$ cat config.mk
export PLATFORM = sky130hd
export DESIGN_NAME = r2_sdf_stage_flat
export DESIGN_NICKNAME = d
export VERILOG_FILES = /design/src/rtl/r2_sdf_stage_if.sv /design/src/rtl/r2_sdf_stage.sv /design/src/flat_wrapper.sv
export SDC_FILE = /design/constraint.sdc
export NUM_CORES = 1
export LEC_CHECK = 0
export CAP_MARGIN = 20
export CORE_ASPECT_RATIO = 0.5
export CORE_MARGIN = 2
export CORE_UTILIZATION = 48
export DETAILED_ROUTE_END_ITERATION = 10
export PLACE_DENSITY = 0.67
export REMOVE_ABC_BUFFERS = 1
export SLEW_MARGIN = 20
export SYNTH_ARGS = -nofsm -noshare
export SYNTH_HDL_FRONTEND = slang
export SYNTH_SLANG_ARGS = --single-unit
$ cat constraint.sdc
create_clock -name clk -period 6.7 [get_ports clk]
set_input_delay 1.005 -clock clk [delete_from_list [all_inputs] [get_ports clk]]
set_output_delay 1.005 -clock clk [all_outputs]
set_load 0.05 [all_outputs]
$ cat src/rtl/r2_sdf_stage_if.sv
// Sample stream bundle for one radix-2 SDF stage.
// The master drives input samples and the slave (the stage) returns indexed results.
interface r2_sdf_stage_if #(
  parameter int W = 8,
  parameter int D = 4
);
  localparam int IW = $clog2(2 * D);

  logic              in_valid;
  logic [2*W-1:0]    in_data;
  logic              out_valid;
  logic [2*W-1:0]    out_data;
  logic [IW-1:0]     out_idx;

  modport master (
    output in_valid,
    output in_data,
    input  out_valid,
    input  out_data,
    input  out_idx
  );

  modport slave (
    input  in_valid,
    input  in_data,
    output out_valid,
    output out_data,
    output out_idx
  );
endinterface

$ cat src/rtl/r2_sdf_stage.sv
// Radix-2 DIF single-path delay-feedback stage: butterfly across a 2D frame,
// twiddle on the difference half, two registered pipeline stages.
module r2_sdf_stage #(
  parameter int W     = 8,
  parameter int D     = 4,
  parameter int FRAC  = 6,
  parameter int TW_W  = 8,
  parameter int SCALE = 0
) (
  input  logic          clk,
  input  logic          rst,
  r2_sdf_stage_if.slave bus
);
  localparam int IW    = $clog2(2 * D);
  localparam int AW    = (D > 1) ? $clog2(D) : 1;
  localparam int ROM_N = 32'sd1 <<< AW;
  localparam int PW    = W + TW_W + 1;
  localparam real PI   = 3.14159265358979323846;

  localparam logic [IW-1:0]        D_IDX    = IW'(D);
  localparam logic [IW-1:0]        LAST_IDX = IW'(2 * D - 1);
  localparam logic [IW-1:0]        ONE_IDX  = IW'(32'd1);
  localparam logic signed [PW-1:0] RND      = PW'(64'sd1) <<< (FRAC - 1);

  function automatic int round_nearest(input real x);
    int r;
    if (x >= 0.0) begin
      r = $rtoi(x + 0.5);
    end else begin
      r = -$rtoi(0.5 - x);
    end
    return r;
  endfunction

  function automatic logic signed [W-1:0] sat_w(input logic signed [PW-1:0] v);
    logic signed [W-1:0] r;
    if (v[PW-1:W-1] == {(PW-W+1){v[PW-1]}}) begin
      r = v[W-1:0];
    end else if (v[PW-1]) begin
      r = {1'b1, {(W-1){1'b0}}};
    end else begin
      r = {1'b0, {(W-1){1'b1}}};
    end
    return r;
  endfunction

  // Butterfly results are either halved (no overflow possible) or clamped.
  function automatic logic signed [W-1:0] fit_w(input logic signed [W:0] v);
    logic signed [W-1:0] r;
    if (SCALE != 0) begin
      r = v[W:1];
    end else begin
      r = sat_w(PW'(v));
    end
    return r;
  endfunction

  // Twiddle ROM, evaluated at elaboration; padding entries are never addressed.
  logic signed [TW_W-1:0] rom_re_s [ROM_N];
  logic signed [TW_W-1:0] rom_im_s [ROM_N];

  for (genvar g = 0; g < ROM_N; g++) begin : g_rom
    if (g < D) begin : g_used
      localparam real SCL = real'(32'sd1 <<< FRAC);
      localparam real ANG = PI * real'(g) / real'(D);
      localparam int  C   = round_nearest(SCL * $cos(ANG));
      localparam int  S   = round_nearest(SCL * $sin(ANG));
      assign rom_re_s[g] = TW_W'(C);
      assign rom_im_s[g] = TW_W'(-S);
    end else begin : g_pad
      assign rom_re_s[g] = {TW_W{1'b0}};
      assign rom_im_s[g] = {TW_W{1'b0}};
    end
  end

  logic [IW-1:0]          cnt_r;
  logic                   primed_r;
  logic [2*W-1:0]         buf_r [D];

  logic                   phase_b_s;
  logic [AW-1:0]          tw_addr_s;
  logic signed [W-1:0]    buf_re_s, buf_im_s, x_re_s, x_im_s;
  logic signed [W:0]      sum_re_s, sum_im_s, dif_re_s, dif_im_s;
  logic signed [W-1:0]    s_re_s, s_im_s, d_re_s, d_im_s;
  logic [2*W-1:0]         push_s;

  logic                   s1_valid_r;
  logic                   s1_diff_r;
  logic [IW-1:0]          s1_idx_r;
  logic signed [W-1:0]    s1_re_r, s1_im_r;
  logic signed [TW_W-1:0] tw_re_r, tw_im_r;

  logic signed [PW-1:0]   prod_re_s, prod_im_s, rnd_re_s, rnd_im_s;
  logic signed [W-1:0]    mul_re_s, mul_im_s;

  logic                   out_valid_r;
  logic [2*W-1:0]         out_data_r;
  logic [IW-1:0]          out_idx_r;

  // Butterfly on the oldest buffer entry and the incoming sample.
  always_comb begin
    phase_b_s = (cnt_r >= D_IDX);
    tw_addr_s = AW'(cnt_r);
    buf_re_s  = buf_r[D-1][2*W-1:W];
    buf_im_s  = buf_r[D-1][W-1:0];
    x_re_s    = bus.in_data[2*W-1:W];
    x_im_s    = bus.in_data[W-1:0];
    sum_re_s  = {buf_re_s[W-1], buf_re_s} + {x_re_s[W-1], x_re_s};
    sum_im_s  = {buf_im_s[W-1], buf_im_s} + {x_im_s[W-1], x_im_s};
    dif_re_s  = {buf_re_s[W-1], buf_re_s} - {x_re_s[W-1], x_re_s};
    dif_im_s  = {buf_im_s[W-1], buf_im_s} - {x_im_s[W-1], x_im_s};
    s_re_s    = fit_w(sum_re_s);
    s_im_s    = fit_w(sum_im_s);
    d_re_s    = fit_w(dif_re_s);
    d_im_s    = fit_w(dif_im_s);
    if (phase_b_s) begin
      push_s = {d_re_s, d_im_s};
    end else begin
      push_s = bus.in_data;
    end
  end

  // Feedback delay line; contents are masked by priming, so no reset is needed.
  always_ff @(posedge clk) begin
    if (!rst && bus.in_valid) begin
      for (int i = D - 1; i > 0; i--) begin
        buf_r[i] <= buf_r[i-1];
      end
      buf_r[0] <= push_s;
    end
  end

  // Frame counter, priming flag and stage-1 register.
  always_ff @(posedge clk) begin
    if (rst) begin
      cnt_r      <= {IW{1'b0}};
      primed_r   <= 1'b0;
      s1_valid_r <= 1'b0;
      s1_diff_r  <= 1'b0;
      s1_idx_r   <= {IW{1'b0}};
      s1_re_r    <= {W{1'b0}};
      s1_im_r    <= {W{1'b0}};
      tw_re_r    <= {TW_W{1'b0}};
      tw_im_r    <= {TW_W{1'b0}};
    end else if (bus.in_valid) begin
      cnt_r      <= (cnt_r == LAST_IDX) ? {IW{1'b0}} : cnt_r + ONE_IDX;
      primed_r   <= primed_r | phase_b_s;
      s1_valid_r <= phase_b_s | primed_r;
      s1_diff_r  <= ~phase_b_s;
      tw_re_r    <= rom_re_s[tw_addr_s];
      tw_im_r    <= rom_im_s[tw_addr_s];
      if (phase_b_s) begin
        s1_idx_r <= cnt_r - D_IDX;
        s1_re_r  <= s_re_s;
        s1_im_r  <= s_im_s;
      end else begin
        s1_idx_r <= cnt_r + D_IDX;
        s1_re_r  <= buf_re_s;
        s1_im_r  <= buf_im_s;
      end
    end else begin
      s1_valid_r <= 1'b0;
    end
  end

  // Full-precision complex multiply, round half-up, saturate.
  always_comb begin
    prod_re_s = PW'(s1_re_r) * PW'(tw_re_r) - PW'(s1_im_r) * PW'(tw_im_r);
    prod_im_s = PW'(s1_re_r) * PW'(tw_im_r) + PW'(s1_im_r) * PW'(tw_re_r);
    rnd_re_s  = (prod_re_s + RND) >>> FRAC;
    rnd_im_s  = (prod_im_s + RND) >>> FRAC;
    mul_re_s  = sat_w(rnd_re_s);
    mul_im_s  = sat_w(rnd_im_s);
  end

  // Stage-2 output register; sums pass through so both paths have equal latency.
  always_ff @(posedge clk) begin
    if (rst) begin
      out_valid_r <= 1'b0;
      out_data_r  <= {(2*W){1'b0}};
      out_idx_r   <= {IW{1'b0}};
    end else begin
      out_valid_r <= s1_valid_r;
      if (s1_valid_r) begin
        out_idx_r <= s1_idx_r;
        if (s1_diff_r) begin
          out_data_r <= {mul_re_s, mul_im_s};
        end else begin
          out_data_r <= {s1_re_r, s1_im_r};
        end
      end
    end
  end

  assign bus.out_valid = out_valid_r;
  assign bus.out_data  = out_data_r;
  assign bus.out_idx   = out_idx_r;

endmodule

$ cat src/flat_wrapper.sv
// flat-port wrapper written by rule: the top's interface ports become plain ports
module r2_sdf_stage_flat 
#(
  parameter int W     = 8,
  parameter int D     = 4,
  parameter int FRAC  = 6,
  parameter int TW_W  = 8,
  parameter int SCALE = 0
)
  (clk, rst, bus_in_valid, bus_in_data, bus_out_valid, bus_out_data, bus_out_idx);
  r2_sdf_stage_if #(.W(W), .D(D)) bus_i ();
  input  logic clk;
  input  logic rst;
  input wire logic [$bits(bus_i.in_valid)-1:0] bus_in_valid;
  input wire logic [$bits(bus_i.in_data)-1:0] bus_in_data;
  output wire logic [$bits(bus_i.out_valid)-1:0] bus_out_valid;
  output wire logic [$bits(bus_i.out_data)-1:0] bus_out_data;
  output wire logic [$bits(bus_i.out_idx)-1:0] bus_out_idx;
  assign bus_i.in_valid = bus_in_valid;
  assign bus_i.in_data = bus_in_data;
  assign bus_out_valid = bus_i.out_valid;
  assign bus_out_data = bus_i.out_data;
  assign bus_out_idx = bus_i.out_idx;
  r2_sdf_stage #(.W(W), .D(D), .FRAC(FRAC), .TW_W(TW_W), .SCALE(SCALE)) u_core (.clk(clk), .rst(rst), .bus(bus_i));
endmodule
==> results of run 1 <==
[final timing paths]
path | startpoint | end | slack (ns) | depth (start not counted)
worst max register to register | u_core.tw_re_r[0] | u_core.bus.out_data[5] | 0.16 | 30
worst min-delay path | u_core.buf_r[1][9] | u_core.buf_r[2][9] | 0.41 | 0
worst min register to register | u_core.buf_r[1][9] | u_core.buf_r[2][9] | 0.41 | 0
worst max-delay path | u_core.tw_re_r[0] | u_core.bus.out_data[5] | 0.16 | 30
[kinds of logic (layout without fill, tap and decap cells)]
family          after synthesis  after routing  synth area share
simple gates                330            330            0.1068
buf+inv                     383            540           0.09778
flops                       113            113            0.1903
compound gates              288            288            0.1285
fa+ha+maj                   401            401            0.3957
mux                          23             23           0.01608
xor+xnor                    112            112           0.06480
[synth_stat cells (all sizes together) (3+ instances only)]
cell / instances
edfxtp: 64
nand2b: 15
a2111oi: 4
nand4: 4
nor2b: 27
a21boi: 7
o22ai: 7
xor2: 21
clkbuf: 34
a22oi: 11
nand3: 11
a311oi: 3
fa: 138
mux2i: 14
o2111ai: 5
o211a: 5
buf: 11
nand2: 87
o211ai: 7
a21oi: 70
mux2: 9
and2: 53
dfxtp: 49
a21o: 25
maj3: 7
ha: 256
a211oi: 12
o21a: 11
inv: 337
o41a: 3
o31ai: 4
and3: 7
o21bai: 20
o311a: 3
a31oi: 13
xnor2: 91
nor2: 89
nor3: 18
or3: 11
a221oi: 4
o21ai: 56
a211o: 5
o221ai: 5
[stage by stage]
stage               TNS, ns  hold WS (ns)  total power [mW]  instance area, um2  setup WS, ns
floorplan           -0.2043        0.4003             1.373               15030      -0.06811
global placement    -0.1578        0.4004             1.623               16860      -0.03224
detailed placement   -1.022        0.4045             1.631               16860       -0.1184
CTS                       0        0.4145             2.626               17520      0.004940
global route         -1.058        0.4226             2.874               18290       -0.1154
finish                    0        0.4136             2.720               18290        0.1561
[per-layer routing]
metal,part of all wire,GRT usage
met1,0.50,0.3151
met2,0.44,0.3375
met3,0.046,0.03166
met4,0.018,0.05848
met5,0,0
[power by group]
| part | switching [mW] | internal (mW) |
|---|---|---|
| registers | 0.0270 | 0.761 |
| logic | 0.520 | 0.437 |
| clock network | 0.347 | 0.628 |
| total | 0.894 | 1.83 |
[flip-flops by register name (all words and copies together) (netlist names)]
signal                cells
u_core.buf_r             64
u_core.s1_re_r            8
u_core.primed_r           1
u_core.s1_im_r            8
u_core.bus.out_idx        3
u_core.s1_diff_r          1
u_core.s1_valid_r         1
u_core.cnt_r              3
u_core.s1_idx_r           2
u_core.bus.out_valid      1
u_core.tw_im_r            1
u_core.bus.out_data      16
u_core.tw_re_r            4
[worst max-delay path, delay by kind of cell, from the launching register on]
| family | cells | cell delay (ns) |
|---|---|---|
| AOI/OAI and AO/OA | 11 | 2.24 |
| buffers and inverters | 7 | 0.84 |
| DFF | 1 | 0.33 |
| xor gates and xnor gates | 1 | 0.13 |
| adders and majority gates | 7 | 2.38 |
| and+or+nand+nor | 4 | 0.49 |
[area by class of cell]
type                       instances  area share
tap                              432     0.02955
multi-input combinational       1154      0.6303
clock buffer                      21     0.02463
inverter                         338     0.06937
sequential                       113      0.1596
clock inverter                    11    0.008894
timing repair buffer             170     0.07765
[timing repair]
item                       4_1_cts  5_1_grt
setup buffers                    0       14
gates resized for setup         14      149
pin swaps                        2       76
setup endpoints to repair       13       16
cloned                           0        1
==> metrics.txt, run 1 <==
first-pass iteration count of the detailed router=5; most frequent CP cell=ha_1; first-pass GRT wire length=56680 um; gr ovfl total=0; Final Hold Fails=0; status=finished, final reports clean; RSZ-0062 raised after global routing=yes; footprint of the multi-input gates=11530 um2; DIE WIDTH=256.1 um; async set-or-reset flop fraction in the synthesized netlist=0; Period minus WS final=6.544 ns; post-synth top area share=0.2100; Final GP Congestion=0.8951; vias in the first global route=10.95k; HPWL Detailed=28820 um; Fmax=0.1528 GHz; EDFF count, synth=64; Worst path max stage delay=0.58 ns; Total GRT Usage=0.2163; final setup violation count=0; ratio of cells with drive above 1 in the final layout=0.1771; Worst-path clk slew=0.06 ns; DRC=0; final net count=2207; synth unique cells=78; clk sinks=113; commonest non-fill, non-tap cell in the layout=inv_1; total CTS buffers=17; Initial Util=0.4845; initial antenna violation count=0; worst min-delay path category=reg -> reg; Finished Layout Cells=2239; Max stage delay cell, worst path=fa_1; crit path max fanout=9; most frequent cells in the layout=323 x inv_1, 237 x ha_1, 135 x fa_1; die footprint=33310 um2; Synth area leader=ha_1; Worst-Skew Late Latency=0.44 ns; TritonCTS clock tree=yes; Syn Area/Cell=9.244 um2; maxcap violations=0; post-DR wirelength/cell=15.99 um; # diodes=0; # IOs=39; CTS HTree Levels=4; post-synth design cell area=15250 um2; Post-Route WL=35800 um; pin count of the biggest net entering global routing=48; CP required=7.02 ns; Slew headroom=0.2008; top post-synthesis cells by area=ha_1 21%, fa_1 18%, edfxtp_1 13%; final max-slew violation count=0; antenna viol nets, final=0; Startpoint Class=flop; post-synthesis sequential area ratio=0.1903; synth warn=0; clk buf depth=2; Fin Clk Skew=0.01828 ns; row count=46; static leakage=8.997 nW; Area Overhead vs Synth=19.90%; WP data arrival=6.86 ns; Vias=11.54k; Crit Path Class=reg -> reg; Root Driver=clkbuf_16; CTS Hold Bufs=0; Final Cycle Share=0.9767; FILL cells=2723; core area=31480 um2; post-synthesis register bit count=113; Mapped Cells=1650; worst vdd ir=0.1764 mV; Via density=5.155; Crit. End Element=flop; Reg area=2919 um2; Main synth FF type=edfxtp_1; Placed Instances=2192; Worst-Margin Slew=1.197 ns; final core utilization=0.5809; Die Ht=130.1 um; Starting DRT DRC Count=684; I/O Buffers=38; P per Cell Area=148.7 nW/um2
Note: power is estimated with default switching activity, not from simulation.
==> run 2, diff against run 1 <==
CORE_MARGIN = 8   (was 2)
==> run 2 against run 1 <==
  * Setup slack got worse by 0.012 ns
  * Highest routed layer unchanged
  * Largest power group unchanged
  * Die area grew 14%
  * Final area is 1.9% lower
  * Critical path depth increased by 2
  * Largest cell class unchanged
  * Combinational power fell by 2.5%
  * Wire length barely moved
  * Clock power decreased by 3.6%
  * Count of clock-buffer cells in the layout decreased by 4
  * Non-clock buffer count is 5 lower
==> metrics.txt, run 2 (synthesized netlist as in run 1, its figures left out) <==
status=finished, final reports clean (unchanged); pin count of the biggest net entering global routing=48 (unchanged); setup TNS=0 ns (unchanged); Worst path max stage delay=0.52 ns (was 0.58 ns); Die Ht=142.1 um (was 130.1 um); crit path max fanout=6 (was 9); Via density=5.149 (was 5.155); Final GP Congestion=0.8882 (was 0.8951); final setup violation count=0 (unchanged); final net count=2202 (was 2207); Period minus WS final=6.556 ns (was 6.544 ns); Initial Util=0.4845 (unchanged); most frequent CP cell=ha_1 (unchanged); WP data arrival=6.91 ns (was 6.86 ns); Crit. End Element=flop (unchanged); static leakage=8.919 nW (was 8.997 nW); Reg area=2924 um2 (was 2919 um2); Final Hold Fails=0 (unchanged); CTS HTree Levels=4 (unchanged); Worst-Skew Late Latency=0.43 ns (was 0.44 ns); total CTS buffers=17 (unchanged); Root Driver=clkbuf_16 (unchanged); FILL cells=2764 (was 2723); Worst-Margin Slew=1.007 ns (was 1.197 ns); post-DR wirelength/cell=16.02 um (was 15.99 um); first-pass iteration count of the detailed router=5 (unchanged); Fin Clk Skew=0.01260 ns (was 0.01828 ns); commonest non-fill, non-tap cell in the layout=inv_1 (unchanged); vias in the first global route=11.16k (was 10.95k); final core utilization=0.5699 (was 0.5809); CP required=7.06 ns (was 7.02 ns); I/O Buffers=38 (unchanged); Vias=11.50k (was 11.54k); ratio of cells with drive above 1 in the final layout=0.1526 (was 0.1771); Final Cycle Share=0.9785 (was 0.9767); largest reg by FF count=u_core.buf_r (unchanged); DIE WIDTH=268.1 um (was 256.1 um); CTS Hold Bufs=0 (unchanged); Post-Route WL=35780 um (was 35800 um); maxcap violations=0 (unchanged); core area=31480 um2 (unchanged); DRC=0 (unchanged); clk buf depth=2 (unchanged); Total GRT Usage=0.1886 (was 0.2163); final max-slew violation count=0 (unchanged); row count=46 (unchanged); antenna viol nets, final=0 (unchanged); clk sinks=113 (unchanged); Startpoint Class=flop (unchanged); max FFs per register=64 (unchanged); post-place setup slack=-0.09201 ns (was -0.1184 ns); TritonCTS clock tree=yes (unchanged); gr ovfl total=0 (unchanged); most frequent cells in the layout=329 x inv_1, 245 x ha_1, 136 x fa_1 (was 323 x inv_1, 237 x ha_1, 135 x fa_1); # diodes=0 (unchanged); die footprint=38080 um2 (was 33310 um2); Fmax=0.1525 GHz (was 0.1528 GHz); # IOs=39 (unchanged); worst vdd ir=0.1808 mV (was 0.1764 mV); initial antenna violation count=0 (unchanged); Starting DRT DRC Count=673 (was 684); footprint of the multi-input gates=11260 um2 (was 11530 um2); Crit Path Class=reg -> reg (unchanged); P per Cell Area=148.1 nW/um2 (was 148.7 nW/um2); RSZ-0062 raised after global routing=yes (unchanged); design area=17940 um2 (was 18290 um2); worst min-delay path category=reg -> reg (unchanged); Slew headroom=0.3262 (was 0.2008); Area Overhead vs Synth=17.62% (was 19.90%); Max stage delay cell, worst path=fa_1 (unchanged); HPWL Detailed=29230 um (was 28820 um); Worst-path clk slew=0.07 ns (was 0.06 ns); Placed Area=16840 um2 (was 16860 um2); final worst slack=0.1443 ns (was 0.1561 ns); first-pass GRT wire length=57630 um (was 56680 um)
[run 2: cell count changes in the layout (fill, tap and decap cells not counted), moves of 3 or more]
| cell | delta |
|---|---|
| ha_1 | +8 |
| ha_4 | -7 |
| inv_1 | +6 |
| inv_2 | -6 |
| inv_6 | +6 |
| o21ai_0 | +5 |
| o21ai_2 | -5 |
| a21oi_1 | +4 |
| buf_4 | -4 |
| o22ai_1 | +4 |
| clkbuf_1 | -3 |
| o22ai_2 | -3 |
[run 2: final timing paths]
check | slack (ns) | start | end | cells past startpoint
setup reg to reg | 0.14 | u_core.tw_re_r[4] | u_core.bus.out_data[11] | 32
hold / removal | 0.42 | u_core.buf_r[1][15] | u_core.buf_r[2][15] | 0
hold reg to reg | 0.42 | u_core.buf_r[1][15] | u_core.buf_r[2][15] | 0
setup / recovery | 0.14 | u_core.tw_re_r[4] | u_core.bus.out_data[11] | 32
[run 2: worst max-delay path: cells and delay by family (launching register included)]
family	cells	cell delay (ns)
xor+xnor	2	0.32
compound gates	13	2.17
simple gates	2	0.36
flops	1	0.37
buf+inv	7	0.63
fa+ha+maj	8	2.59
[run 2: final cells by class]
cell class,count,area share
Inverter,338,0.07072
Clock buffer,17,0.02371
Timing Repair Buffer,165,0.07525
Tap cell,432,0.03013
Sequential cell,113,0.1630
Clock inverter,15,0.009694
Multi-Input combinational cell,1154,0.6275
[run 2: where the power goes]
group | internal [mW] | switching [mW]
sequential | 0.760 | 0.0233
combinational | 0.424 | 0.509
clock | 0.558 | 0.382
[run 2: repair_timing]
| action | CTS | global route |
|---|---|---|
| cloned | 0 | 0 |
| buffers inserted | 0 | 10 |
| resized for setup | 6 | 98 |
| pin swaps | 4 | 67 |
| endpoints found under the hold margin | 0 | 0 |
| endpoints found under the setup margin | 13 | 16 |
[run 2: layer usage]
| layer | up-vias | GRT usage | wire length, um |
|---|---|---|---|
| met5 | - | 0 | 0 |
| met3 | 45 | 0.03812 | 1959 |
| met1 | 5514 | 0.2654 | 17290 |
| met4 | 0 | 0.05275 | 738 |
| met2 | 221 | 0.2916 | 15790 |
| li1 | 5722 | - | - |
[run 2: through the flow]
stage | std cells | power (mW) | hold slack, ns
floorplan | 1605 | 1.373 | 0.4003
global placement | 2192 | 1.634 | 0.4008
detailed placement | 2192 | 1.637 | 0.4045
CTS | 2224 | 2.600 | 0.4174
global route | 2234 | 2.810 | 0.4226
finish | 2234 | 2.657 | 0.4175
